`src/rtl/vrased_rst_pkg.sv`:
```
// Shared types and constants for the VRASED reset controller.
// Optional feature macro (used by vrased_reset_ctrl): VRASED_RST_COUNT_EN.
package vrased_rst_pkg;

    localparam int VIOL_W  = 6;
    localparam int CAUSE_W = 7;
    localparam int CNT_W   = 8;

    localparam int CAUSE_XSTACK     = 0;
    localparam int CAUSE_AC         = 1;
    localparam int CAUSE_ATOMIC     = 2;
    localparam int CAUSE_DMA_AC     = 3;
    localparam int CAUSE_DMA_DETECT = 4;
    localparam int CAUSE_DMA_XSTACK = 5;
    localparam int CAUSE_TIMEOUT    = 6;

    typedef enum logic [1:0] {
        IDLE    = 2'd0,
        ASSERT  = 2'd1,
        WAIT_PC = 2'd2
    } state_e;

    function automatic logic [CNT_W-1:0] sat_inc(input logic [CNT_W-1:0] v);
        return (v == 8'hFF) ? v : v + 8'd1;
    endfunction

endpackage

```
`src/rtl/vrased_rst_timer.sv`:
```
// Loadable 8-bit down-counter that stops at zero instead of wrapping.
module vrased_rst_timer
    import vrased_rst_pkg::*;
(
    input  logic             clk,
    input  logic             reset_n,
    input  logic             load,
    input  logic             dec,
    input  logic [CNT_W-1:0] load_val,
    output logic [CNT_W-1:0] value,
    output logic             zero
);

    logic [CNT_W-1:0] cnt_d, cnt_q;

    // next count: load has priority, decrement holds at zero
    always_comb begin
        cnt_d = cnt_q;
        if (load) begin
            cnt_d = load_val;
        end else if (dec && (cnt_q != 8'd0)) begin
            cnt_d = cnt_q - 8'd1;
        end else begin
            cnt_d = cnt_q;
        end
    end

    // count register
    always_ff @(posedge clk or negedge reset_n) begin
        if (!reset_n) begin
            cnt_q <= 8'd0;
        end else begin
            cnt_q <= cnt_d;
        end
    end

    assign value = cnt_q;
    assign zero  = (cnt_q == 8'd0);

endmodule

```
`src/rtl/vrased_reset_ctrl.sv`:
```
// VRASED reset controller: turns monitor violations into a held PUC and waits for the CPU to restart.
// Define VRASED_RST_COUNT_EN to build the saturating episode counter on viol_count.
module vrased_reset_ctrl
    import vrased_rst_pkg::*;
#(
    parameter logic [15:0] RESET_HANDLER = 16'h0000,
    parameter int          HOLD_CYCLES   = 4,
    parameter int          WAIT_TIMEOUT  = 16
) (
    input  logic               clk,
    input  logic               reset_n,
    input  logic [VIOL_W-1:0]  viol,
    input  logic [15:0]        pc,
    input  logic               cause_clr,
    output logic               puc_req,
    output logic [CAUSE_W-1:0] cause,
    output logic               busy,
    output logic [CNT_W-1:0]   viol_count
);

    localparam logic [CNT_W-1:0] HOLD_LOAD = CNT_W'(HOLD_CYCLES - 1);
    localparam logic [CNT_W-1:0] WAIT_LOAD = CNT_W'(WAIT_TIMEOUT - 1);

    state_e             state_d, state_q;
    logic               puc_q, busy_q;
    logic [CAUSE_W-1:0] cause_d, cause_q;
    logic               hold_load_s, hold_dec_s, hold_zero_s;
    logic               tmo_load_s, tmo_dec_s, tmo_zero_s;
    logic [CNT_W-1:0]   hold_val_s, tmo_val_s;
    logic               enter_s, timeout_s, viol_any_s, pc_match_s;
    logic               unused_val_s;

    assign viol_any_s   = (viol != 6'd0);
    assign pc_match_s   = (pc == RESET_HANDLER);
    assign unused_val_s = ^{hold_val_s, tmo_val_s};

    vrased_rst_timer u_hold (
        .clk      (clk),
        .reset_n  (reset_n),
        .load     (hold_load_s),
        .dec      (hold_dec_s),
        .load_val (HOLD_LOAD),
        .value    (hold_val_s),
        .zero     (hold_zero_s)
    );

    vrased_rst_timer u_tmo (
        .clk      (clk),
        .reset_n  (reset_n),
        .load     (tmo_load_s),
        .dec      (tmo_dec_s),
        .load_val (WAIT_LOAD),
        .value    (tmo_val_s),
        .zero     (tmo_zero_s)
    );

    // next-state, counter control and cause update
    always_comb begin
        state_d     = state_q;
        hold_load_s = 1'b0;
        hold_dec_s  = 1'b0;
        tmo_load_s  = 1'b0;
        tmo_dec_s   = 1'b0;
        enter_s     = 1'b0;
        timeout_s   = 1'b0;
        case (state_q)
            IDLE: begin
                if (viol_any_s) begin
                    state_d     = ASSERT;
                    hold_load_s = 1'b1;
                    enter_s     = 1'b1;
                end else begin
                    state_d = IDLE;
                end
            end
            ASSERT: begin
                if (viol_any_s) begin
                    hold_load_s = 1'b1;
                end else if (hold_zero_s) begin
                    state_d    = WAIT_PC;
                    tmo_load_s = 1'b1;
                end else begin
                    hold_dec_s = 1'b1;
                end
            end
            WAIT_PC: begin
                timeout_s = tmo_zero_s && !pc_match_s;
                // a new violation outranks a pc match in the same cycle
                if (viol_any_s || timeout_s) begin
                    state_d     = ASSERT;
                    hold_load_s = 1'b1;
                    enter_s     = 1'b1;
                end else if (pc_match_s) begin
                    state_d = IDLE;
                end else begin
                    tmo_dec_s = 1'b1;
                end
            end
            default: begin
                state_d = IDLE;
            end
        endcase
        cause_d = (cause_clr ? 7'd0 : cause_q) | {timeout_s, viol};
    end

    // state and registered outputs
    always_ff @(posedge clk or negedge reset_n) begin
        if (!reset_n) begin
            state_q <= IDLE;
            puc_q   <= 1'b0;
            busy_q  <= 1'b0;
            cause_q <= 7'd0;
        end else begin
            state_q <= state_d;
            puc_q   <= (state_d == ASSERT);
            busy_q  <= (state_d != IDLE);
            cause_q <= cause_d;
        end
    end

    assign puc_req = puc_q;
    assign busy    = busy_q;
    assign cause   = cause_q;

`ifdef VRASED_RST_COUNT_EN
    logic [CNT_W-1:0] count_q;

    // episode counter, bumped only when an episode starts
    always_ff @(posedge clk or negedge reset_n) begin
        if (!reset_n) begin
            count_q <= 8'd0;
        end else if (enter_s) begin
            count_q <= sat_inc(count_q);
        end else begin
            count_q <= count_q;
        end
    end

    assign viol_count = count_q;
`else
    logic unused_enter_s;
    assign unused_enter_s = enter_s;
    assign viol_count     = 8'd0;
`endif

endmodule

```
`config.mk`:
```
export PLATFORM = sky130hd
export DESIGN_NAME = vrased_reset_ctrl
export DESIGN_NICKNAME = d
export VERILOG_FILES = /design/src/rtl/vrased_rst_pkg.sv /design/src/rtl/vrased_rst_timer.sv /design/src/rtl/vrased_reset_ctrl.sv
export SDC_FILE = /design/constraint.sdc
export NUM_CORES = 1
export LEC_CHECK = 0
export ABC_AREA = 1
export CORE_MARGIN = 2
export CORE_UTILIZATION = 45
export DETAILED_ROUTE_END_ITERATION = 16
export PLACE_DENSITY = 0.75
export SLEW_MARGIN = 20
export SYNTH_ARGS = -nofsm -noshare
export SYNTH_HDL_FRONTEND = slang
export SYNTH_HIERARCHICAL = 1
export SYNTH_SLANG_ARGS = --single-unit
```
`constraint.sdc`:
```
create_clock -name clk -period 3.12 [get_ports clk]
set_clock_uncertainty 0.15 [all_clocks]
set_input_delay 0.624 -clock clk [delete_from_list [all_inputs] [get_ports clk]]
set_output_delay 0.624 -clock clk [all_outputs]
set_load 0.01 [all_outputs]
```
# Yosys cells after proc, flatten, opt, wreduce, memory -nomap -nowiden
# Index checks and enable logic that the tools add are counted.
dict set report totals {
  regBits 27
  input_bits 25
  output_inout_bits 17
  wordCells 52
}
dict set report op_classes {
  n_reduce_logical 16
  n_mux 24
  bitwise_logic 1
  addsub 2
  eq_ne 3
}
# cell count
set op_table {}
lappend op_table {{$mux 8} 4}
lappend op_table {{$logic_not 16->1} 1}
lappend op_table {{$logic_not 8->1} 2}
lappend op_table {{$reduce_bool 8->1} 2}
lappend op_table {{$sub 8x1->8 const B} 2}
lappend op_table {{$mux 1} 13}
lappend op_table {{$mux 2} 4}
lappend op_table {{$mux 7} 1}
lappend op_table {{$or 7x7->7} 1}
lappend op_table {{$pmux 2 s3} 1}
lappend op_table {{$reduce_bool 2->1} 3}
lappend op_table {{$reduce_bool 6->1} 1}
lappend op_table {{$eq 2x1->1 const B} 2}
lappend op_table {{$logic_and 1x1->1} 3}
lappend op_table {{$eq 2x2->1 const B} 1}
lappend op_table {{$logic_not 2->1} 1}
lappend op_table {{$pmux 1 s2} 1}
lappend op_table {{$reduce_or 2->1} 1}
lappend op_table {{$logic_not 1->1} 1}
lappend op_table {{$logic_or 1x1->1} 1}

# Logic depth before layout (Yosys ltp)
# Gate-level depths: netlist of run 1.
dict set report depth {
  depth_word 9
  ltp_mapped 13
  depth_no_buf 13
}

# Cells and area by module
# Netlist of run 1, hierarchy kept.
# module area_per_inst_um2 seq_area_each_um2 cells_each instances
set by_module_without_submodules {}
lappend by_module_without_submodules {vrased_rst_timer 596.8 200.2 93 2}
lappend by_module_without_submodules {vrased_reset_ctrl 636.9 275.3 82 1}

# Least setup slack after synthesis of run 1
# No wires, ideal clock.
dict set report synth_path {
  kind {flip-flop to flip-flop}
  start {register u_tmo.cnt_q[0], in the netlist u_tmo/value[0]}
  end {register u_hold.cnt_q[0], in the netlist u_hold/value[0]}
  path_stages_with_launch 13
  setup_slack_ns 1.082
  setup_ns 0.125
  synth_period_minus_slack_ns 2.038
  required_time_ns 2.845
  arrival_time_ns 1.763
  path_buffers 1
  cell_sequence {dfrtp_1 -> inv_1 -> ha_1 -> nand2_1 -> nor2_1 -> nand2_1 -> nand2_1 -> nand2_1 -> nand2_1 -> clkbuf_1 -> o21ai_0 -> nand2_1 -> o21ai_1}
}
dict set report synth_between {
  elab_chain_len 6
  word_cells_on_any_way 7
  classes_between {mux (3); reduce/logical (4)}
}
# item line
set synth_rtl {}
lappend synth_rtl {{start: declaration} vrased_rst_timer.sv:14} ;# logic [CNT_W-1:0] cnt_d, cnt_q;
lappend synth_rtl {{start signal: assignment} vrased_rst_timer.sv:33} ;# cnt_q <= cnt_d;
lappend synth_rtl {{$logic_not 8->1 *} vrased_rst_timer.sv:38} ;# assign zero = (cnt_q == 8'd0);
lappend synth_rtl {{named net tmo_zero_s} vrased_reset_ctrl.sv:28} ;# logic tmo_load_s, tmo_dec_s, tmo_zero_s;
lappend synth_rtl {{$logic_and 1x1->1 *} vrased_reset_ctrl.sv:87} ;# timeout_s = tmo_zero_s && !pc_match_s;
lappend synth_rtl {{$logic_or 1x1->1 *} vrased_reset_ctrl.sv:89} ;# if (viol_any_s || timeout_s) begin
lappend synth_rtl {{$mux 1 *} vrased_reset_ctrl.sv:89}
lappend synth_rtl {{$pmux 1 s2 *} vrased_reset_ctrl.sv:66} ;# case (state_q)
lappend synth_rtl {{named net hold_load_s} vrased_reset_ctrl.sv:27} ;# logic hold_load_s, hold_dec_s, hold_zero_s;
lappend synth_rtl {{$mux 8 / $reduce_bool 2->1 (equally long branches)} n/a}
lappend synth_rtl {{end signal: assignment} vrased_rst_timer.sv:33}
lappend synth_rtl {{end: declaration} vrased_rst_timer.sv:14}
# The timed path passes the listed nets; every way through them passes the cells marked *.
# A chain may end at the register's enable or synchronous reset.

# Worst setup path after layout of run 1
dict set report layout_path {
  start {register u_tmo.cnt_q[0], in the netlist u_tmo/value[0]}
  end {register u_hold.cnt_q[4], in the netlist u_hold/value[4]}
}
# Same word-level chain as after synthesis.

==> results of run 1 <==
## stage by stage
| stage | hold WS, ns | power (mW) | cell area (um^2) | utilization (%) | setup WS, ns |
|---|---|---|---|---|---|
| 2_1_floorplan | 0.178 | 0.432 | 1910 | - | 1.08 |
| 3_3_place_gp | 0.351 | 0.482 | 2260 | 56.9 | 0.721 |
| 3_5_place_dp | 0.360 | 0.485 | 2260 | 56.9 | 0.663 |
| 4_1_cts | 0.372 | 0.686 | 2310 | 58.1 | 0.898 |
| 5_1_grt | 0.402 | 0.715 | 2310 | 58.1 | 0.644 |
| 6_report | 0.368 | 0.678 | 2310 | 58.1 | 0.892 |
## how the worst min path moves through the flow
stage	from	end	slack [ns]	cells past startpoint
floorplan	reset_n	busy	0.18	0
global placement	cause[5]	cause[5]	0.35	2
detailed placement	cause[4]	cause[4]	0.36	2
CTS	cause[2]	cause[2]	0.37	2
global route	cause[0]	cause[0]	0.40	2
finish	cause[2]	cause[2]	0.37	2
## flip-flops by register name (all words and copies together), names as in the netlist
name and count:
u_hold/value 8, u_tmo/value 8, cause 7, state_q 2, busy 1, puc_req 1
## power breakdown
part / total (mW) / switching, mW / internal [mW]
Sequential: 0.372 / 0.0105 / 0.361
Clock: 0.201 / 0.111 / 0.0895
Combinational: 0.106 / 0.0518 / 0.0538
## worst max-delay path: stages (launching register included)
cell and delay (ns):
sky130_fd_sc_hd__dfrtp_1 0.38, sky130_fd_sc_hd__inv_1 0.18, sky130_fd_sc_hd__ha_1 0.20, sky130_fd_sc_hd__nand2_1 0.11, sky130_fd_sc_hd__nor2_1 0.24, sky130_fd_sc_hd__nand2_1 0.08, sky130_fd_sc_hd__nand2_1 0.12, sky130_fd_sc_hd__nand2_1 0.06
sky130_fd_sc_hd__nand2_1 0.10, sky130_fd_sc_hd__inv_1 0.15, sky130_fd_sc_hd__nand2_4 0.16, sky130_fd_sc_hd__clkinv_2 0.08, sky130_fd_sc_hd__nand2_1 0.06, sky130_fd_sc_hd__nand2_1 0.05
## logic make-up after synthesis
| logic type | Yosys count | synth area share [%] |
|---|---|---|
| AND/OR/NAND/NOR | 160 | 38.3 |
| buffers and inverters | 51 | 12.2 |
| flip-flops | 27 | 36.9 |
| AO/OA/AOI/OAI | 22 | 8.41 |
| adder cells (fa/ha/maj) | 4 | 2.73 |
| XOR/XNOR | 2 | 0.957 |
| other | 2 | 0.410 |
## routing by layer
metal | up-vias | GRT usage, % | share of wire (%)
met2 | 45 | 31.4 | 47
li1 | 897 | - | -
met3 | 2 | 2.83 | 6.9
met4 | 0 | 5.00 | 0.70
met1 | 735 | 23.9 | 45
met5 | - | 0 | 0
## area by class of cell
type / count / area, um^2 / area share, %
inverters: 41 / 156 / 6.78
clock inverters: 1 / 5.00 / 0.217
multi-input cells: 212 / 1010 / 43.9
flip-flops and latches: 27 / 676 / 29.3
clock buffers: 3 / 41.3 / 1.79
repair buffers: 36 / 353 / 15.3
well taps: 50 / 62.6 / 2.71
## layout by cell type (no fill, tap or decap)
master                            instances
sky130_fd_sc_hd__a21oi_4                  1
sky130_fd_sc_hd__buf_4                    3
sky130_fd_sc_hd__clkbuf_8                 3
sky130_fd_sc_hd__clkdlybuf4s50_1         33
sky130_fd_sc_hd__clkinv_2                 3
sky130_fd_sc_hd__conb_1                  24
sky130_fd_sc_hd__dfrtp_1                 27
sky130_fd_sc_hd__ha_1                     4
sky130_fd_sc_hd__inv_1                   37
sky130_fd_sc_hd__inv_2                    2
sky130_fd_sc_hd__nand2_1                 83
sky130_fd_sc_hd__nand2_2                  5
sky130_fd_sc_hd__nand2_4                  2
sky130_fd_sc_hd__nand3_1                 28
sky130_fd_sc_hd__nand3_2                  1
sky130_fd_sc_hd__nand4_1                  5
sky130_fd_sc_hd__nor2_1                  30
sky130_fd_sc_hd__nor2_2                   4
sky130_fd_sc_hd__nor2_4                   1
sky130_fd_sc_hd__o21ai_0                 11
sky130_fd_sc_hd__o21ai_1                  4
sky130_fd_sc_hd__o21ai_4                  2
sky130_fd_sc_hd__o21bai_1                 4
sky130_fd_sc_hd__or2_1                    1
sky130_fd_sc_hd__xnor2_1                  2
==> results by stage, run 1 <==
Run status:
- The flow ran to the end, and the final reports show no timing, DRC or antenna violations.

Clocking:
- The buffer levels on the longest clock path is 2.
- CTS built an H-tree with a depth of 1.
- The TritonCTS buffer count is 3.
- The number of resized instances in the post-cts repair step is 0.
- Clock tree synthesis found a total of 27 sinks.
- The hold buffer count at CTS is 0.
- In this run the post-CTS setup repair buffer count came out at 0.
- TritonCTS built the clock tree.
- The root buffer cell chosen for the clock tree is sky130_fd_sc_hd__clkbuf_8.
- Clock-pin slew was measured on the worst setup and hold paths at ~0.1 ns.
- The clock reaches the later pin of the worst-skew pair after approximately 0.27 ns.

Worst setup path:
- For the worst setup path, the data required time is around 3.1 ns.
- The worst setup path is captured at a register.
- The data arrival time of the critical path is 2.25 ns.
- The worst setup path is launched from a register.
- Along the worst path, the maximum fanout reaches 8.
- Across all register-to-register paths, the minimum setup slack is 0.89 ns.
- The capture point of the critical path is u_hold/value[4].
- The worst setup path is of the reg2reg kind.
- The worst register-to-register path has a depth of 13.
- The startpoint identified for the worst register-to-register timing path is u_tmo/value[0].
- The critical path starts at u_tmo/value[0].
- The endpoint identified for the worst register-to-register timing path is u_hold/value[4].

Routing:
- The pre-antenna-repair detailed-routing pass consisted of 4 iterations.
- The residual antenna-violating net count after detailed routing is 0.
- The total DRC errors in the routed layout is 0.
- The post-detailed-route via-to-cell ratio is about 4.5.
- Across all layers, the routed design uses 1679 vias.
- The initial detailed-routing violation count is around 90.
- After detailed routing, the total wire length is between 3000 and 4000 um.
- The detailed-route wire length per cell is between 10 and 15 um.

Layout:
- The post-route netlist has 8.44% of its cells at a drive strength greater than 1.
- The number of antenna diodes in the final layout is 0.
- The layout net count is 350.
- The area added between synthesis and finish is 26.0%.
- After filler insertion, the fill cell instance count of the layout stands at approximately 380.
- Once layout is complete, the cells apart from fillers number 370.

Logic synthesis:
- The cell area that synthesis handed to floorplanning was roughly 0.0018 mm^2.
- The average footprint of a synthesized cell is 6.83 um^2.
- The primary flip-flop cell chosen by synthesis mapping is sky130_fd_sc_hd__dfrtp_1.
- Sorting the synthesized cells by area gives the leading types as sky130_fd_sc_hd__dfrtp_1 (37%), sky130_fd_sc_hd__nand2_1 (17%), sky130_fd_sc_hd__nand3_1 (7.7%).
- The register bit count reported by yosys is 27.
- The library cell with the highest instance count after synthesis is sky130_fd_sc_hd__nand2_1.
- By count the netlist is led by sky130_fd_sc_hd__nand2_1 (83), sky130_fd_sc_hd__inv_1 (37), sky130_fd_sc_hd__nor2_1 (30).
- Of the synthesized area, sequential elements account for between 30 and 40%.
- In this run, synthesis inferred 0 flip-flops with an integrated enable.
- The number of different library cells used by synthesis comes to 24.
- Synthesis produced ~270 cells.
- Of all cell types, the one taking the most synthesized area is sky130_fd_sc_hd__dfrtp_1.
- The area share of the largest cell type after synthesis is a little under two fifths.
- Counting flops with an async set or reset pin after synthesis yields a share of 100%.
- Yosys printed 6 warnings.

GRT:
- Entering global routing, the biggest net connects 28 pins.
- The first global-routing pass estimated 6410 um of wire.
- The total congestion overflow is 0.
- The initial antenna violation count is 0.
- The global-route usage over all layers is 18.3%.
- The number of global-route vias before repair is ~1500.

Die:
- The die outline area is 0.00459 mm^2.
- The die height is approximately 68 um.
- The initialized floorplan defines 23 standard-cell rows.
- The area of the core is between 0.003 and 0.004 mm^2.
- The initial utilization of the core area, before any placement, comes to between 40% and 50%.
- The x dimension of the die is around 68 um.
- 42 I/O pins were placed.

Placement:
- The count of input and output buffers is 33.
- After legalization and detailed placement, the total HPWL measured roughly 3000 um.
- The final RePlAce weighted congestion is between 0.8 and 0.9.
- The post-placement cell count is about 370.

STA:
- The final count of hold timing violations is 0.
- The final sum of negative setup slack is 0 ns.
- The routed design could run at a clock period as short as between 2 and 2.5 ns.
- Derived from the worst setup path, the maximum achievable clock frequency is 0.449 GHz.
- Setup violations remaining at the end of the flow were counted as 0.
- The final-report max-slew violation count is 0.
- Setup repair after global routing left no endpoint under its margin.
- The post-route fraction of the period consumed by the critical path is between 70% and 80%.

Hold path:
- The min-delay analysis places its worst path in the category reg2reg.

Pwr:
- In this run the power density over the cells is about 290 mW/mm^2.
- The static leakage is between 1 and 1.5 nW.
- Across the VDD grid, the largest voltage drop is ~130 uV.

Job:
- The total of max-cap violations is 0.
Note: power is estimated with default switching activity, not from simulation.
==> run 2, diff against run 1 <==
clock period = 2.2 ns   (was 3.12 ns; I/O delays follow)
==> run 2 against run 1 <==
Utilization increased by 0.88 points. Worst hold slack got worse by 0.0015 ns. Via count increased by 2.1%. Sequential cell count unchanged. Combinational power increased by 40%. Cell area increased by 1.5%. First-iteration DRC count decreased by 45%. Highest routed layer unchanged.
==> results by stage, run 2 (synthesized netlist as in run 1, its figures left out) <==
Clocking:
- The clock slew seen by the registers of the worst setup and hold paths is 0.10 ns (about the same).
- The clock insertion delay at the later pin of the skew report is 0.28 ns (about the same).
- The clock tree from TritonCTS is done.
- The buffer levels on the longest clock path is 2 (unchanged).
- The number of resized instances in the post-cts repair step is 0 (unchanged).
- The TritonCTS sink count came to 27 (unchanged).
- The cell at the root of the clock tree is sky130_fd_sc_hd__clkbuf_8.
- The hold buffer count at CTS is 0 (unchanged).
- The number of setup buffers added after CTS was 0 (unchanged).
- The TritonCTS buffer count came to 3 (unchanged).
- The level count of the clock H-tree is 1 (unchanged).

GRT:
- The largest net degree at the start of global routing came to 28 (unchanged).
- The initial antenna violation count is 0 (unchanged).
- The total congestion overflow is 0 (unchanged).
- The number of global-route vias before repair was 1443 (-2.1%).
- The wire length of the first global-routing pass is 6130 um (-4.4%).
- The global-route usage over all layers came to 17.4% (-0.94 points).

Pwr:
- The switching share of power is 26.0% (+0.44 points).
- The switching power total is 0.252 mW (+45%).
- The clock share of power was 30.3% (+0.7 points).
- The worst IR drop on VDD came to 254 uV (+89%).
- The final total power is 0.969 mW (+43%).
- The total power per unit cell area is 414 mW/mm^2 (+41%).
- The static leakage is 1.19 nW (+1.6%).
- The power share of the combinational group came to 15.3% (-0.3 points).
- The internal portion of total power is 0.717 mW (+42%).
- The portion of total power attributed to sequential cells was 54.4% (-0.4 points).

Routing:
- The detailed-route wire length per cell is 9.63 um (-7.6%).
- The aggregate routed wire length is 3600 um (-6.6%).
- The total via count after detailed routing is 1714 (+2.1%).
- The number of detailed-routing iterations run before antenna repair is 7 (+3).
- The total DRC errors in the routed layout is 0 (unchanged).
- The initial detailed-routing violation count is 50 (-45%).
- The post-detailed-route via-to-cell ratio was 4.58 (+0.99%).
- The residual antenna-violating net count after detailed routing was 0 (unchanged).

Layout:
- The layout net count was 354 (+1.1%).
- The final instance area is 0.00234 mm^2 (+1.5%).
- The antenna diode count was 0 (unchanged).
- From synthesis to final layout, the design area changed by 28.0%.
- The top cell types in the final layout, fill and taps aside, are sky130_fd_sc_hd__nand2_1 (83), sky130_fd_sc_hd__inv_1 (37), sky130_fd_sc_hd__clkdlybuf4s50_1 (33).
- The commonest non-fill, non-tap cell in the layout is sky130_fd_sc_hd__nand2_1.
- The share of cells above drive strength 1 is 10.2% (+1.7 points).

Worst setup path:
- The largest fanout on the critical path is 8 (unchanged).
- The required time at the endpoint of the critical path is 2.23 ns (-0.91 ns).
- STA classifies the critical path endpoint as a register.
- The critical path class is reg2reg.
- The data arrival time of the critical path was 2.06 ns (-0.19 ns).
- The worst setup path is launched from a register.

Placement:
- The post-detailed-placement half-perimeter wirelength came to 2800 um (-6.2%).
- The instance area at placement is 0.00229 mm^2 (+1.3%).
- The pre-CTS setup slack is 0.00528 ns (-0.658 ns).
- The count of input and output buffers is 33 (unchanged).
- The final RePlAce weighted congestion is 0.823 (-1.0%).

Die:
- The x dimension of the die is 67.8 um (unchanged).
- The I/O pin count came to 42 (unchanged).
- The die height is 67.8 um (unchanged).
- The die outline area was 0.00459 mm^2 (unchanged).
- The row count is 23 (unchanged).
- The area of the core is 0.00397 mm^2 (unchanged).
- The initial standard-cell utilization of the core is 46.1% (unchanged).

Hold path:
- The tightest min-delay check is of the in2async type.

STA:
- The post-route worst setup slack came to 0.175 ns (-0.717 ns).
- The post-route fraction of the period consumed by the critical path is 92.1% (+21 points).
- The final sum of negative setup slack is 0 ns (unchanged).
- The final-report max-slew violation count is 0 (unchanged).
- Setup repair after global routing left no endpoint under its margin.
- The achievable frequency is 0.494 GHz (+10%).
- The final setup violation count is 0 (unchanged).
- The final count of hold timing violations is 0 (unchanged).
- The final critical-path required period came to 2.03 ns (-0.203 ns).

Run status:
- The run finished with clean final reports.

Job:
- The total of max-cap violations was 0 (unchanged).
==> run 2: routing by layer <==
| layer | vias up | routed length, um | global-route usage (%) |
|---|---|---|---|
| met1 | 750 | 1730 | 23.9 |
| met4 | 0 | 63 | 6.75 |
| met2 | 46 | 1570 | 27.7 |
| met3 | 5 | 238 | 2.17 |
| li1 | 913 | - | - |
| met5 | - | 0 | 0 |
==> run 2: critical path, cell delays in order (launching register included) <==
cell                       delay (ns)
sky130_fd_sc_hd__dfrtp_1         0.35
sky130_fd_sc_hd__inv_1           0.11
sky130_fd_sc_hd__ha_1            0.23
sky130_fd_sc_hd__nand2_1         0.15
sky130_fd_sc_hd__nor2_2          0.08
sky130_fd_sc_hd__or2_1           0.27
sky130_fd_sc_hd__nor2_2          0.18
sky130_fd_sc_hd__o21ai_4         0.10
sky130_fd_sc_hd__nand2_4         0.12
sky130_fd_sc_hd__clkinv_2        0.08
sky130_fd_sc_hd__nand2_1         0.06
sky130_fd_sc_hd__nand2_1         0.05
==> run 2: layout make-up <==
type	instances	area, um^2
fillers	381	1630
clock inverters	1	5.00
clock buffers	3	41.3
flip-flops and latches	27	676
well taps	50	62.6
inverters	41	156
multi-input cells	212	1020
repair buffers	40	383
==> run 2: stage by stage <==
step / utilization (%) / hold WS, ns / cells
2_1_floorplan: - / -0.00559 / 290
3_3_place_gp: 57.7 / 0.353 / 370
3_5_place_dp: 57.7 / 0.356 / 370
4_1_cts: 58.9 / 0.370 / 374
5_1_grt: 59.0 / 0.390 / 374
6_report: 59.0 / 0.366 / 374
==> run 2: final timing paths <==
path | startpoint | slack (ns) | cells past startpoint | endpoint
min | reset_n | 0.37 | 2 | u_tmo/value[7]
max reg2reg | u_hold/value[0] | 0.17 | 11 | u_hold/value[3]
min in group clk | cause[4] | 0.37 | 2 | cause[4]
max | u_hold/value[0] | 0.17 | 11 | u_hold/value[3]
min reg2reg | cause[4] | 0.37 | 2 | cause[4]
max in group asynchronous | reset_n | 1.26 | 2 | cause[5]
==> run 2: power groups by stage <==
| stage | Sequential [mW] | Combinational (mW) | Clock, mW |
|---|---|---|---|
| floorplan | 0.538 | 0.0742 | 0 |
| finish | 0.527 | 0.148 | 0.294 |
| detailed placement | 0.537 | 0.149 | 0 |
| global route | 0.529 | 0.171 | 0.320 |
| global placement | 0.536 | 0.146 | 0 |
| CTS | 0.527 | 0.149 | 0.304 |
